--- config.mk ---
export PLATFORM = sky130hd
export DESIGN_NAME = scan_sequencer
export DESIGN_NICKNAME = d
export VERILOG_FILES = /design/src/rtl/scan_pkg.sv /design/src/rtl/next_slot.sv /design/src/rtl/scan_sequencer.sv
export SDC_FILE = /design/constraint.sdc
export NUM_CORES = 1
export LEC_CHECK = 0
export BUFFER_PORTS_ARGS = -buffer_cell sky130_fd_sc_hd__buf_2
export CAP_MARGIN = 20
export CORE_ASPECT_RATIO = 1.25
export CORE_UTILIZATION = 52
export DETAILED_ROUTE_END_ITERATION = 7
export HOLD_SLACK_MARGIN = 0.08
export PLACE_DENSITY = 0.83
export SETUP_SLACK_MARGIN = 0.1
export SYNTH_ARGS = -nofsm -noshare
export SYNTH_HDL_FRONTEND = slang
export SYNTH_HIERARCHICAL = 1
export SYNTH_SLANG_ARGS = --single-unit
--- constraint.sdc ---
create_clock -name clk -period 3.92 [get_ports clk]
set_input_delay 0.784 -clock clk [delete_from_list [all_inputs] [get_ports clk]]
set_output_delay 0.784 -clock clk [all_outputs]
set_load 0.02 [all_outputs]
--- src/rtl/scan_pkg.sv ---
// Shared types and constants for the scan sequencer that drives a 74x138-style
// decoder select/enable group.
package scan_pkg;

   localparam logic [2:0] G_EN  = 3'b100;
   localparam logic [2:0] G_DIS = 3'b011;

   typedef enum logic [1:0] {IDLE, BLANK, DWELL} state_t;

   typedef logic [2:0] sel_t;
   typedef logic [7:0] mask_t;

   // Lowest set bit of m; 0 when m is empty.
   function automatic sel_t lowest_bit(input mask_t m);
      sel_t r;
      r = '0;
      for (int unsigned i = 8; i > 0; i--) begin
         if (m[i-1]) r = sel_t'(i - 1);
      end
      return r;
   endfunction

endpackage

--- src/rtl/next_slot.sv ---
// Combinational slot stepper: first set mask bit above cur, searching upward
// modulo 8. wrap flags a result at or below cur (including an empty mask).
module next_slot
   import scan_pkg::*;
(
   input  mask_t mask,
   input  sel_t  cur,
   output sel_t  nxt,
   output logic  wrap
);

   logic [15:0] dbl;
   logic [3:0]  sh;
   mask_t       rot;
   sel_t        off;

   // Rotate so bit 0 of rot is slot cur+1, then priority-encode from bit 0.
   always_comb begin
      dbl = {mask, mask};
      sh  = {1'b0, cur} + 4'd1;
      rot = mask_t'(dbl >> sh);
      off = 3'd7;
      for (int unsigned i = 8; i > 0; i--) begin
         if (rot[i-1]) off = sel_t'(i - 1);
      end
      nxt  = cur + off + 3'd1;
      wrap = (nxt <= cur);
   end

endmodule

--- src/rtl/scan_sequencer.sv ---
// Steps a 3-bit decoder select through the slots enabled in mask, with a
// programmable dwell per slot and a break-before-make blanking gap.
module scan_sequencer
   import scan_pkg::*;
#(
   parameter int unsigned DWELL_CYC = 4,
   parameter int unsigned BLANK_CYC = 1
) (
   input  logic       clk,
   input  logic       rst,
   input  logic       start,
   input  logic       stop,
   input  logic       cont,
   input  logic [7:0] mask,
   output logic [2:0] s,
   output logic [2:0] g,
   output logic       busy,
   output logic       frame_done
);

   localparam int unsigned MAX_CYC = (DWELL_CYC > BLANK_CYC) ? DWELL_CYC : BLANK_CYC;
   localparam int unsigned CW      = $clog2(MAX_CYC + 1);
   localparam logic [CW-1:0] DW_LAST = CW'(DWELL_CYC - 1);
   localparam logic [CW-1:0] BL_LAST = CW'((BLANK_CYC > 0) ? BLANK_CYC - 1 : 0);
   localparam state_t ENTRY = (BLANK_CYC == 0) ? DWELL : BLANK;

   state_t        state, state_nxt;
   logic [CW-1:0] cnt, cnt_nxt;
   mask_t         mask_q, mask_q_nxt;
   logic          cont_q, cont_q_nxt;
   sel_t          s_nxt;
   logic [2:0]    g_nxt;
   logic          busy_nxt, fd_nxt;

   sel_t          step_sel;
   logic          step_wrap;
   logic          dwell_end;

   next_slot u_next_slot (
      .mask (mask_q),
      .cur  (s),
      .nxt  (step_sel),
      .wrap (step_wrap)
   );

   assign dwell_end = (state == DWELL) && (cnt == DW_LAST);

   always_ff @(posedge clk) begin
      if (rst) begin
         state      <= IDLE;
         cnt        <= '0;
         mask_q     <= '0;
         cont_q     <= 1'b0;
         s          <= '0;
         g          <= G_DIS;
         busy       <= 1'b0;
         frame_done <= 1'b0;
      end else begin
         state      <= state_nxt;
         cnt        <= cnt_nxt;
         mask_q     <= mask_q_nxt;
         cont_q     <= cont_q_nxt;
         s          <= s_nxt;
         g          <= g_nxt;
         busy       <= busy_nxt;
         frame_done <= fd_nxt;
      end
   end

   always_comb begin
      state_nxt = state;
      unique case (state)
         IDLE: begin
            if (start && !stop && (mask != '0)) state_nxt = ENTRY;
         end
         BLANK: begin
            if (stop)                 state_nxt = IDLE;
            else if (cnt == BL_LAST)  state_nxt = DWELL;
         end
         DWELL: begin
            if (stop) begin
               state_nxt = IDLE;
            end else if (dwell_end) begin
               if (step_wrap && ((mask == '0) || !cont_q)) state_nxt = IDLE;
               else                                       state_nxt = ENTRY;
            end
         end
         default: state_nxt = IDLE;
      endcase
   end

   // Outputs are registered: this computes the values loaded on the next edge.
   always_comb begin
      s_nxt      = s;
      mask_q_nxt = mask_q;
      cont_q_nxt = cont_q;
      fd_nxt     = 1'b0;
      g_nxt      = (state_nxt == DWELL) ? G_EN : G_DIS;
      busy_nxt   = (state_nxt != IDLE);

      if ((state_nxt == IDLE) || (state_nxt != state) || dwell_end) cnt_nxt = '0;
      else                                                         cnt_nxt = cnt + 1'b1;

      if ((state == IDLE) && (state_nxt != IDLE)) begin
         s_nxt      = lowest_bit(mask);
         mask_q_nxt = mask;
         cont_q_nxt = cont;
      end else if (dwell_end && !stop) begin
         if (step_wrap) begin
            // A new frame starts from the freshly reloaded mask, not mask_q.
            fd_nxt     = 1'b1;
            mask_q_nxt = mask;
            if (state_nxt != IDLE) s_nxt = lowest_bit(mask);
         end else begin
            s_nxt = step_sel;
         end
      end
   end

endmodule

==> results of run 1 <==
-- worst reg2reg max path, stage by stage, from the launching register on --
cell and delay, ns:
dfxtp_4 0.38, buf_12 0.11, mux4_2 0.54, a211oi_2 0.24
a31o_1 0.16, o311ai_2 0.12, ha_2 0.22, fa_1 0.55
inv_2 0.06, ha_4 0.21, nor2b_4 0.11, o21a_1 0.21
o21ai_4 0.22, nand4b_1 0.16, buf_4 0.18, nor2_4 0.16
o21ai_0 0.13, a21oi_1 0.21
-- cells by family (layout without fill, tap and decap cells) --
logic type / count (synthesis) / count (layout) / synth area share
AND/OR/NAND/NOR: 64 / 65 / 0.222
AO/OA/AOI/OAI: 55 / 55 / 0.229
buffers and inverters: 30 / 75 / 0.0881
flip-flops: 21 / 21 / 0.260
multiplexers: 13 / 13 / 0.114
adder cells (fa/ha/maj): 8 / 8 / 0.0665
XOR/XNOR: 4 / 4 / 0.0216
-- registers in the layout (all words and copies together) (netlist names) --
name	flops
mask_q	8
s	3
cnt	3
cont_q	1
busy	1
g	2
frame_done	1
state	2
-- power by group through the flow --
stage          sequential (uW)  combinational, uW  clock [uW]
3_5_place_dp               252                369           0
3_3_place_gp               251                355           0
5_1_grt                    249                667         112
6_report                   246                623         100
2_1_floorplan              244                270           0
4_1_cts                    244                520         105
-- routing by layer --
metal	track usage	up-vias	wire length (microns)
met4	0.101	0	88
met2	0.478	43	2410
met1	0.295	791	1730
li1	-	813	-
met5	0	-	0
met3	0.0310	13	126
-- per-stage QoR --
step | instances | instance area, sq um | utilization
after floorplan | 195 | 1630 | -
after global placement | 254 | 1810 | 0.616
after detailed placement | 254 | 1810 | 0.616
after CTS | 273 | 2020 | 0.687
after global routing | 277 | 2120 | 0.718
final | 277 | 2120 | 0.718
-- layout by cell type (no fill, tap or decap), types with 5 or more instances in the layout --
cell type and count:
nand2_1 8, a21oi_1 9, nor3b_1 5, mux2i_1 6
ha_1 5, nor2_1 18, buf_2 20, o21ai_1 5
buf_4 30, inv_1 16, a31oi_1 6, o21ai_0 7
a211oi_1 6, dfxtp_1 14
-- timing repair --
| action | 4_1_cts | 5_1_grt |
|---|---|---|
| gates cloned | 1 | 0 |
| setup buffers | 14 | 5 |
| gates resized for setup | 19 | 17 |
| pin swaps | 2 | 23 |
| setup endpoints to repair | 12 | 13 |
-- final timing paths --
| check | startpoint | end | slack, ns | depth (start not counted) |
|---|---|---|---|---|
| setup / recovery | s[1] | mask_q[1] | -0.14 | 17 |
| hold / removal | cnt[0] | cnt[0] | 0.46 | 1 |
| setup reg to reg | s[1] | mask_q[1] | -0.14 | 17 |
| hold reg to reg | cnt[0] | cnt[0] | 0.46 | 1 |
-- cell type report --
type,count,area share
Clock buffer,4,0.0124
Tap cell,36,0.0213
Timing Repair Buffer,53,0.174
Sequential cell,21,0.206
Inverter,18,0.0319
Multi-Input combinational cell,145,0.554
==> metrics.md, run 1 <==
| Metric | Value |
|---|---|
| Outcome | complete, but fails checks |
| Failing checks | negative setup slack |
| Layout cells sized above 1 | 0.386 |
| RSZ-0062 raised after global routing | true |
| Worst hold path type | flop to flop |
| Fin Setup TNS | -0.685 ns |
| WS Path Type | flop to flop |
| Critical-path cell list | buf_12 > mux4_2 > a211oi_2 > a31o_1 > o311ai_2 > ha_2 > fa_1 > inv_2 > ha_4 > nor2b_4 > o21a_1 > o21ai_4 > nand4b_1 > buf_4 > nor2_4 > o21ai_0 > a21oi_1 |
| Clock Sinks | 21 |
| Initial DRC count | approximately 140 |
| Reg power frac | 0.254 |
| Post-Syn Area | 1620 sq um |
| Syn-to-layout area delta | 30.7% |
| Worst-path maximum fanout | 6 |
| HPWL Detailed | between 2000 and 3000 microns |
| Synth Net Count | around 220 |
| Fill cells | roughly 220 |
| Final worst-path cycle share | 1.04 |
| Nets | 263 |
| Max-cap violation count | 0 |
| Clk pwr share | 0.103 |
| Post-synth ARST share | 0 |
| Vias | 1660 |
| Area of the core | 2950 sq um |
| NetSw | between 300 and 400 uW |
| Pre-CTS setup slack | -0.0580 ns |
| Post-synth top cells | 21 x dfxtp_1, 19 x nor2_1, 17 x inv_1, 13 x o21ai_0, 10 x a21oi_1 |
| Drt total wl | roughly 4400 microns |
| WL per Instance | between 15 and 20 microns |
| Syn_area_per_cell | about 8.3 sq um |
| Skew final | ~0.0089 ns |
| CP max stage cell | fa_1 |
| Area of the die | 3340 sq um |
| DR vias/cell | around 6.0 |
| Crit start category | flop |
| Area of the multi-input gates | 1170 sq um |
| CTS tree | built |
| Leak | slightly above 0.0008 uW |
| Crit-path max cell delay | about 0.55 ns |
| Yosys warning count | 6 |
| Grt ovf | 0 |
| Main synth FF type | dfxtp_1 |
| Combinational power share | 0.643 |
| Final Hold Viols | 0 |
| Initial antenna violation count | 0 |
| Total power | between 900 and 1000 uW |
| First-pass iteration count of the detailed router | 4 |
| CTS H-tree lvls | 1 |
| Post-synth EDFFs | 0 |
| DRC violations left | 0 |
| Max-slew headroom | 0.578 |
| Final Wtd Congestion | 0.899 |
| All-Layer GR Usage | 0.261 |
| Max clock buf depth | 2 |
| Final setup viols | 11 |
| Cell Int Power | approximately 610 uW |
| Fin crit period | between 4 and 5 ns |
| Input/output buffers | 20 |
| Clock Pin Slew Worst Setup and Hold Paths | 0.11 ns |
| Switching power share of the total | 0.367 |
| Starting Density | 0.550 |
| Max VDD drop | between 0.3 and 0.4 mV |
| Largest net degree at the start of global routing | 17 |
| Sequential area share after synthesis | 0.260 |
| CTS Buf Count | 3 |
| Flops & latches, synth | 21 |
| Die height | about 64 microns |
| Yosys top cell by area | dfxtp_1 |
| Yosys cell types | 54 |
| Clock insertion delay at the later pin of the skew report | around 0.30 ns |
| Fmax achieved | approximately 250 MHz |
| Register area | around 440 sq um |
| Final Hold Slack | 0.465 ns |
| Std-Cell Rows | 22 |
| CTS Hold Buffers Added | 0 |
| Ports | 21 |
| Crit path max-delay family | compound AO/OA/AOI/OAI gates |
| Post-Syn Instances | slightly below 200 |
| Req. time, crit path | roughly 4.1 ns |
| Area contributors post-synth | dfxtp_1 26%, mux4_2 5.6%, ha_1 5.4% |
| Vias in the first global route | approximately 1600 |
| Post-DRT Antenna Nets | 0 |
| Most common cell in the netlist | dfxtp_1 |
| CP Capture Type | flop |
| Die X | between 50 and 60 microns |
| First-pass GRT wire length | between 6000 and 7000 microns |
| Post-synth top area share | 0.260 |
| Max-slew violations | 0 |
| Root buf cell | clkbuf_4 |
| Inserted Diodes | 0 |
| P per Cell Area | ~460 nW/um^2 |
| Post-route setup slack | -0.144 ns |
| Worst EP arrival | about 4.3 ns |
| WP buf/inv | 3 |
| Measured slew at the worst slew-check pin | around 0.63 ns |
No activity file was read; power rests on OpenSTA's default activity.
==> run 2, diff against run 1 <==
--- a/config.mk
+++ b/config.mk
@@ -8,12 +8,12 @@
 export BUFFER_PORTS_ARGS = -buffer_cell sky130_fd_sc_hd__buf_2
 export CAP_MARGIN = 20
 export CORE_ASPECT_RATIO = 1.25
-export CORE_UTILIZATION = 52
+export CORE_UTILIZATION = 45
 export DETAILED_ROUTE_END_ITERATION = 7
 export HOLD_SLACK_MARGIN = 0.08
-export PLACE_DENSITY = 0.83
-export SETUP_SLACK_MARGIN = 0.1
+export PLACE_DENSITY = 0.74
 export SYNTH_ARGS = -nofsm -noshare
 export SYNTH_HDL_FRONTEND = slang
 export SYNTH_HIERARCHICAL = 1
 export SYNTH_SLANG_ARGS = --single-unit
+export TNS_END_PERCENT = 5
==> run 2 against run 1 <==
- sequential share of layout area grew 0.75 points
- worst hold slack worse by 0.011 ns
- the run still ends with negative setup slack left
- fmax increased by 2.0%
- sequential cell count stayed put
- sequential power about the same
- power decreased by 8.2%
- highest routed layer unchanged
- worst setup slack improved by 0.080 ns
- clock skew is 0.0051 ns lower
- largest power group unchanged
- largest cell class unchanged
==> metrics.md, run 2 (same netlist as run 1, synthesis figures left out) <==
| Metric | Value |
|---|---|
| Outcome | complete, but fails checks |
| Leak | 0.000793 uW |
| Max clock buf depth | 2 |
| Layout cells sized above 1 | 0.370 |
| Post-route setup slack | -0.0638 ns |
| Skew final | 0.00378 ns |
| Inserted Diodes | 0 |
| CTS H-tree lvls | 1 |
| Crit-path max cell delay | roughly 0.56 ns |
| Largest regs | mask_q x8, cnt x3, s x3 |
| Die height | 69.1 microns |
| Measured slew at the worst slew-check pin | between 0.6 and 0.7 ns |
| Starting Density | 0.469 |
| Die X | about 56 microns |
| Number of flip-flops in the largest register | 8 |
| Critical-path cell list | buf_6 > mux4_2 > a211oi_2 > a31o_1 > o311ai_4 > ha_2 > fa_1 > inv_2 > ha_4 > nor2b_4 > o21a_1 > o21ai_2 > nand4b_1 > nor2_2 > o21ai_0 > a21oi_1 |
| Ports | 21 |
| Root buf cell | clkbuf_8 |
| First-pass iteration count of the detailed router | 4 |
| First-pass GRT wire length | 6510 microns |
| Req. time, crit path | ~4.1 ns |
| Std-Cell Rows | 24 |
| Final Hold Viols | 0 |
| Pre-CTS setup slack | -0.161 ns |
| Clock insertion delay at the later pin of the skew report | approximately 0.25 ns |
| Max-cap violation count | 0 |
| Fill cells | roughly 300 |
| DR vias/cell | ~5.9 |
| Vias in the first global route | 1456 |
| Nets | about 260 |
| DRC violations left | 0 |
| Crit start category | flop |
| Final worst-path cycle share | 1.02 |
| Area of the die | 3840 sq um |
| Worst EP arrival | 4.16 ns |
| Post-DRT Antenna Nets | 0 |
| Grt ovf | 0 |
| Vias | ~1600 |
| Initial DRC count | between 60 and 70 |
| Worst-path maximum fanout | 6 |
| Fin crit period | approximately 4 ns |
| Clock Pin Slew Worst Setup and Hold Paths | about 0.070 ns |
| Largest net degree at the start of global routing | 17 |
| Failing checks | negative setup slack |
| Clock Sinks | 21 |
| Commonest non-fill, non-tap cell in the layout | buf_4 |
| All-Layer GR Usage | 0.205 |
| Input/output buffers | 20 |
| Initial antenna violation count | 0 |
| CTS Hold Buffers Added | 0 |
| Final setup viols | 8 |
| Fmax achieved | around 250 MHz |
| CP Capture Type | flop |
| Syn-to-layout area delta | 27.9% |
| Total power | 891 uW |
| CP max stage cell | fa_1 |
| Fin Setup TNS | -0.180 ns |
| CTS tree | built |
| Final Wtd Congestion | approximately 0.86 |
| Area of the core | ~3500 sq um |
| RSZ-0062 raised after global routing | true |
| P per Cell Area | 430 nW/um^2 |
| Worst hold path type | flop to flop |
| Max VDD drop | between 0.3 and 0.4 mV |
| WL per Instance | around 15 microns |
| Largest Register | mask_q |
| Max-slew headroom | 0.549 |
| Drt total wl | about 4100 microns |
| CTS Buf Count | 3 |
| Commonest non-fill, non-tap cells in the layout | 26 x buf_4, 20 x buf_2, 18 x nor2_1 |
| Max-slew violations | 0 |
| WS Path Type | flop to flop |
| HPWL Detailed | 2960 microns |
-- run 2: changes by cell type in the layout (fill, tap and decap cells not counted), sizes merged --
cell  previous run  this run
buf             53        47
-- run 2: critical path, delay by kind of cell (launching register included) --
kind                       cells  cell delay [ns]
AOI/OAI and AO/OA              7             1.20
adders and majority gates      3             1.01
buffers and inverters          2             0.19
DFF                            1             0.39
muxes                          1             0.51
and+or+nand+nor                3             0.60
-- run 2: path summary, 6_finish.rpt --
kind | from | to | slack (ns) | depth (start not counted)
hold reg to reg | cnt[0] | cnt[0] | 0.45 | 1
setup reg to reg | s[1] | mask_q[6] | -0.06 | 16
setup / recovery | s[1] | mask_q[6] | -0.06 | 16
hold / removal | cnt[0] | cnt[0] | 0.45 | 1
-- run 2: stage by stage --
| stage | hold WS (ns) | utilization | instance area (sq um) | instances |
|---|---|---|---|---|
| 2_1_floorplan | 0.417 | - | 1630 | 195 |
| 3_3_place_gp | 0.434 | 0.540 | 1860 | 264 |
| 4_1_cts | 0.454 | 0.555 | 1920 | 268 |
| 6_report | 0.454 | 0.600 | 2070 | 274 |
| 5_1_grt | 0.483 | 0.600 | 2070 | 274 |
| 3_5_place_dp | 0.440 | 0.540 | 1860 | 264 |
-- run 2: cell type report --
| cell class | count | area, sq um | share of cell area |
|---|---|---|---|
| well taps | 39 | 48.8 | 0.0236 |
| flip-flops and latches | 21 | 443 | 0.214 |
| repair buffers | 47 | 307 | 0.148 |
| clock buffers | 4 | 45.0 | 0.0218 |
| multi-input cells | 145 | 1160 | 0.560 |
| inverters | 18 | 67.6 | 0.0326 |
-- run 2: metal layers --
layer	track usage	vias to the layer above	wire, microns
met5	0	-	0
met4	0.0611	0	63
met3	0.0244	6	91
met2	0.380	27	2200
met1	0.241	779	1700
li1	-	796	-
-- run 2: power breakdown --
part | internal [uW] | switching, uW | total [uW]
clock | 72.2 | 66.3 | 139
combinational | 273 | 234 | 507
sequential | 224 | 21.9 | 245
total | 569 | 322 | 891
-- run 2: what timing repair did --
item | in CTS | in global routing
pin swaps | 0 | 21
resized for setup | 4 | 33
gates cloned | 0 | 1
setup buffers | 0 | 5
endpoints found under the setup margin | 12 | 14
==> run 3, diff against run 2 <==
--- a/config.mk
+++ b/config.mk
@@ -11,9 +11,8 @@
 export CORE_UTILIZATION = 45
 export DETAILED_ROUTE_END_ITERATION = 7
 export HOLD_SLACK_MARGIN = 0.08
-export PLACE_DENSITY = 0.74
+export PLACE_DENSITY = 0.75
 export SYNTH_ARGS = -nofsm -noshare
 export SYNTH_HDL_FRONTEND = slang
-export SYNTH_HIERARCHICAL = 1
 export SYNTH_SLANG_ARGS = --single-unit
 export TNS_END_PERCENT = 5
==> run 3 against run 2 <==
- the flow still finishes with violations (negative setup slack)
- via count down 21%
- non-clock buffer count fell by 13
- cell count fell by 17%
- worst hold slack got worse by 0.0012 ns
- first-iteration DRC count is 61% lower
- clock power is essentially flat
- synthesized cell count decreased by 18%
- utilization shrank 2.3 points
- largest cell class unchanged
==> metrics.md, run 3 <==
| Metric | Value |
|---|---|
| Max-slew violations | 0 |
| Final setup viols | 10 |
| All-Layer GR Usage | 0.213 |
| Syn-to-layout area delta | 22.7% |
| NetSw | 326 uW |
| Clock Pin Slew Worst Setup and Hold Paths | about 0.070 ns |
| CTS H-tree lvls | 1 |
| RSZ-0062 raised after global routing | true |
| Post-synth top area share | 0.280 |
| Fmax achieved | 250 MHz |
| Busiest layer in global routing | met2 |
| Met1 usage | 0.245 |
| Synth Net Count | 180 |
| Ports | 21 |
| DR vias/cell | 5.62 |
| DRC violations left | 0 |
| Area of the die | about 3600 sq um |
| First-pass iteration count of the detailed router | 4 |
| Post-synth EDFFs | 0 |
| Area of the core | roughly 3200 sq um |
| Combinational power share | 0.579 |
| Syn_area_per_cell | around 9.4 sq um |
| WS Path Type | flop to flop |
| Failing checks | negative setup slack |
| Vias | roughly 1300 |
| First-pass GRT wire length | 5580 microns |
| Cell Int Power | approximately 570 uW |
| Final worst-path cycle share | 1.02 |
| Fin util | 0.576 |
| Final Wtd Congestion | about 0.89 |
| Clock insertion delay at the later pin of the skew report | between 0.2 and 0.3 ns |
| Number of flip-flops in the largest register | 8 |
| Final Hold Viols | 0 |
| Skew final | between 0.003 and 0.004 ns |
| Fin crit period | roughly 4.0 ns |
| Crit start category | flop |
| HPWL Detailed | roughly 2500 microns |
| CP Capture Type | flop |
| Commonest non-fill, non-tap cells in the layout | 25 x nor2_1, 20 x buf_2, 19 x dfxtp_1 |
| Flops & latches, synth | 21 |
| CTS Hold Buffers Added | 0 |
| Worst-path maximum fanout | 8 |
| Req. time, crit path | between 4 and 5 ns |
| Inserted Diodes | 0 |
| Sequential area share after synthesis | 0.280 |
| Largest regs | mask_q x8, cnt x3, s x3 |
| Die X | around 54 microns |
| Worst EP arrival | between 4 and 5 ns |
| Largest net degree at the start of global routing | 14 |
| Die height | about 67 microns |
| Layout cells sized above 1 | 0.374 |
| Area contributors post-synth | dfxtp_1 28%, mux2i_1 13%, mux4_2 11% |
| Largest Register | mask_q |
| Input/output buffers | 20 |
| Root buf cell | clkbuf_8 |
| Initial antenna violation count | 0 |
| Total power | roughly 890 uW |
| Max clock buf depth | 2 |
| Yosys warning count | 0 |
| Yosys cell types | 49 |
| Max-slew headroom | 0.776 |
| Yosys top cell by area | dfxtp_1 |
| Leak | about 0.00075 uW |
| M3 GR Usage | 0.00228 |
| Starting Density | 0.470 |
| Post-route setup slack | -0.0730 ns |
| Post-Syn Instances | about 160 |
| Commonest non-fill, non-tap cell in the layout | nor2_1 |
| Drt total wl | 3410 microns |
| Placed inst area | between 1500 and 2000 sq um |
| Reg power frac | 0.268 |
| Std-Cell Rows | 23 |
| Max-cap violation count | 0 |
| Outcome | complete, but fails checks |
| Nets | 212 |
| Grt ovf | 0 |
| Switching power share of the total | 0.365 |
| Worst hold path type | flop to flop |
| Measured slew at the worst slew-check pin | ~0.33 ns |
| Vias in the first global route | roughly 1300 |
| CTS tree | built |
| Post-DRT Antenna Nets | 0 |
| Clk pwr share | 0.153 |
| Post-Syn Area | roughly 1500 sq um |
| Main synth FF type | dfxtp_1 |
| Post-synth ARST share | 0 |
| WL per Instance | between 15 and 20 microns |
| P per Cell Area | around 480 nW/um^2 |
| Fin area | about 1800 sq um |
| Initial DRC count | 26 |
| Most common cell in the netlist | nor2_1 |
| Clock Sinks | 21 |
| Max VDD drop | 0.289 mV |
| CTS Buf Count | 3 |
| GRT met2 Usage | 0.383 |
| Post-synth top cells | 25 x nor2_1, 21 x dfxtp_1, 19 x mux2i_1, 9 x inv_1, 8 x nand2_1 |
-- run 3: cell count changes after synthesis, moves of 3 or more --
cell,delta
a211oi_1,-6
a21oi_1,-5
a31oi_1,-5
clkbuf_1,-4
inv_1,-8
mux2i_1,+13
mux4_2,+3
nor2_1,+6
nor3_1,-3
nor3b_1,-5
o21ai_0,-8
-- run 3: cells by family after synthesis --
family                     count (synthesis)  synth area share
AOI/OAI and AO/OA                         24             0.116
xor gates and xnor gates                   3            0.0225
adders and majority gates                  8            0.0717
buffers and inverters                     18            0.0709
DFF                                       21             0.280
muxes                                     28             0.254
and+or+nand+nor                           57             0.184
-- run 3: power groups by stage --
| stage | clock network [uW] | logic (uW) | registers (uW) |
|---|---|---|---|
| 2_1_floorplan | 0 | 288 | 244 |
| 3_3_place_gp | 0 | 356 | 244 |
| 3_5_place_dp | 0 | 366 | 245 |
| 4_1_cts | 143 | 438 | 239 |
| 5_1_grt | 147 | 558 | 241 |
| 6_report | 137 | 516 | 239 |
-- run 3: path summary, 6_finish.rpt --
| kind | from | to | slack (ns) | depth (start not counted) |
|---|---|---|---|---|
| max | s[0] | mask_q[1] | -0.07 | 18 |
| min | cnt[0] | cnt[0] | 0.45 | 1 |
| max reg2reg | s[0] | mask_q[1] | -0.07 | 18 |
| min reg2reg | cnt[0] | cnt[0] | 0.45 | 1 |
-- run 3: routing by layer --
metal  vias to the layer above  share of wire
met4                         0          0.044
li1                        628              -
met1                       604           0.39
met5                         -              0
met2                        30           0.54
met3                        13          0.026
-- run 3: what timing repair did --
item / 4_1_cts / 5_1_grt
pin swaps: 9 / 6
setup endpoints to repair: 11 / 11
gates resized for setup: 12 / 8
setup buffers: 3 / 1
-- run 3: cell type report --
| class | count | area [sq um] |
|---|---|---|
| fillers | 275 | 1350 |
| clock buffers | 4 | 45.0 |
| multi-input cells | 120 | 1050 |
| inverters | 11 | 46.3 |
| repair buffers | 34 | 225 |
| flip-flops and latches | 21 | 425 |
| well taps | 37 | 46.3 |
-- run 3: per-stage QoR --
step | worst slack [ns] | cells | TNS [ns] | hold slack (ns)
final | -0.0730 | 227 | -0.471 | 0.453
after detailed placement | -0.191 | 219 | -1.29 | 0.443
after CTS | -0.00690 | 226 | -0.00773 | 0.459
after global routing | -0.238 | 227 | -2.11 | 0.478
after global placement | 0.0602 | 219 | 0 | 0.428
after floorplan | 0.0588 | 159 | 0 | 0.417
-- run 3: critical path: stages, from the launching register on --
cell and delay [ns]:
dfxtp_4 0.39, mux4_2 0.54, nand2_1 0.12, o21ai_2 0.07, a311oi_2 0.22, nor3_2 0.09
o31ai_2 0.28, ha_2 0.24, fa_2 0.44, inv_2 0.09, ha_1 0.25, and2_4 0.18
a221oi_4 0.26, buf_6 0.14, nand2b_4 0.13, a21oi_4 0.06, buf_12 0.15, mux2i_2 0.16
nor2_1 0.05
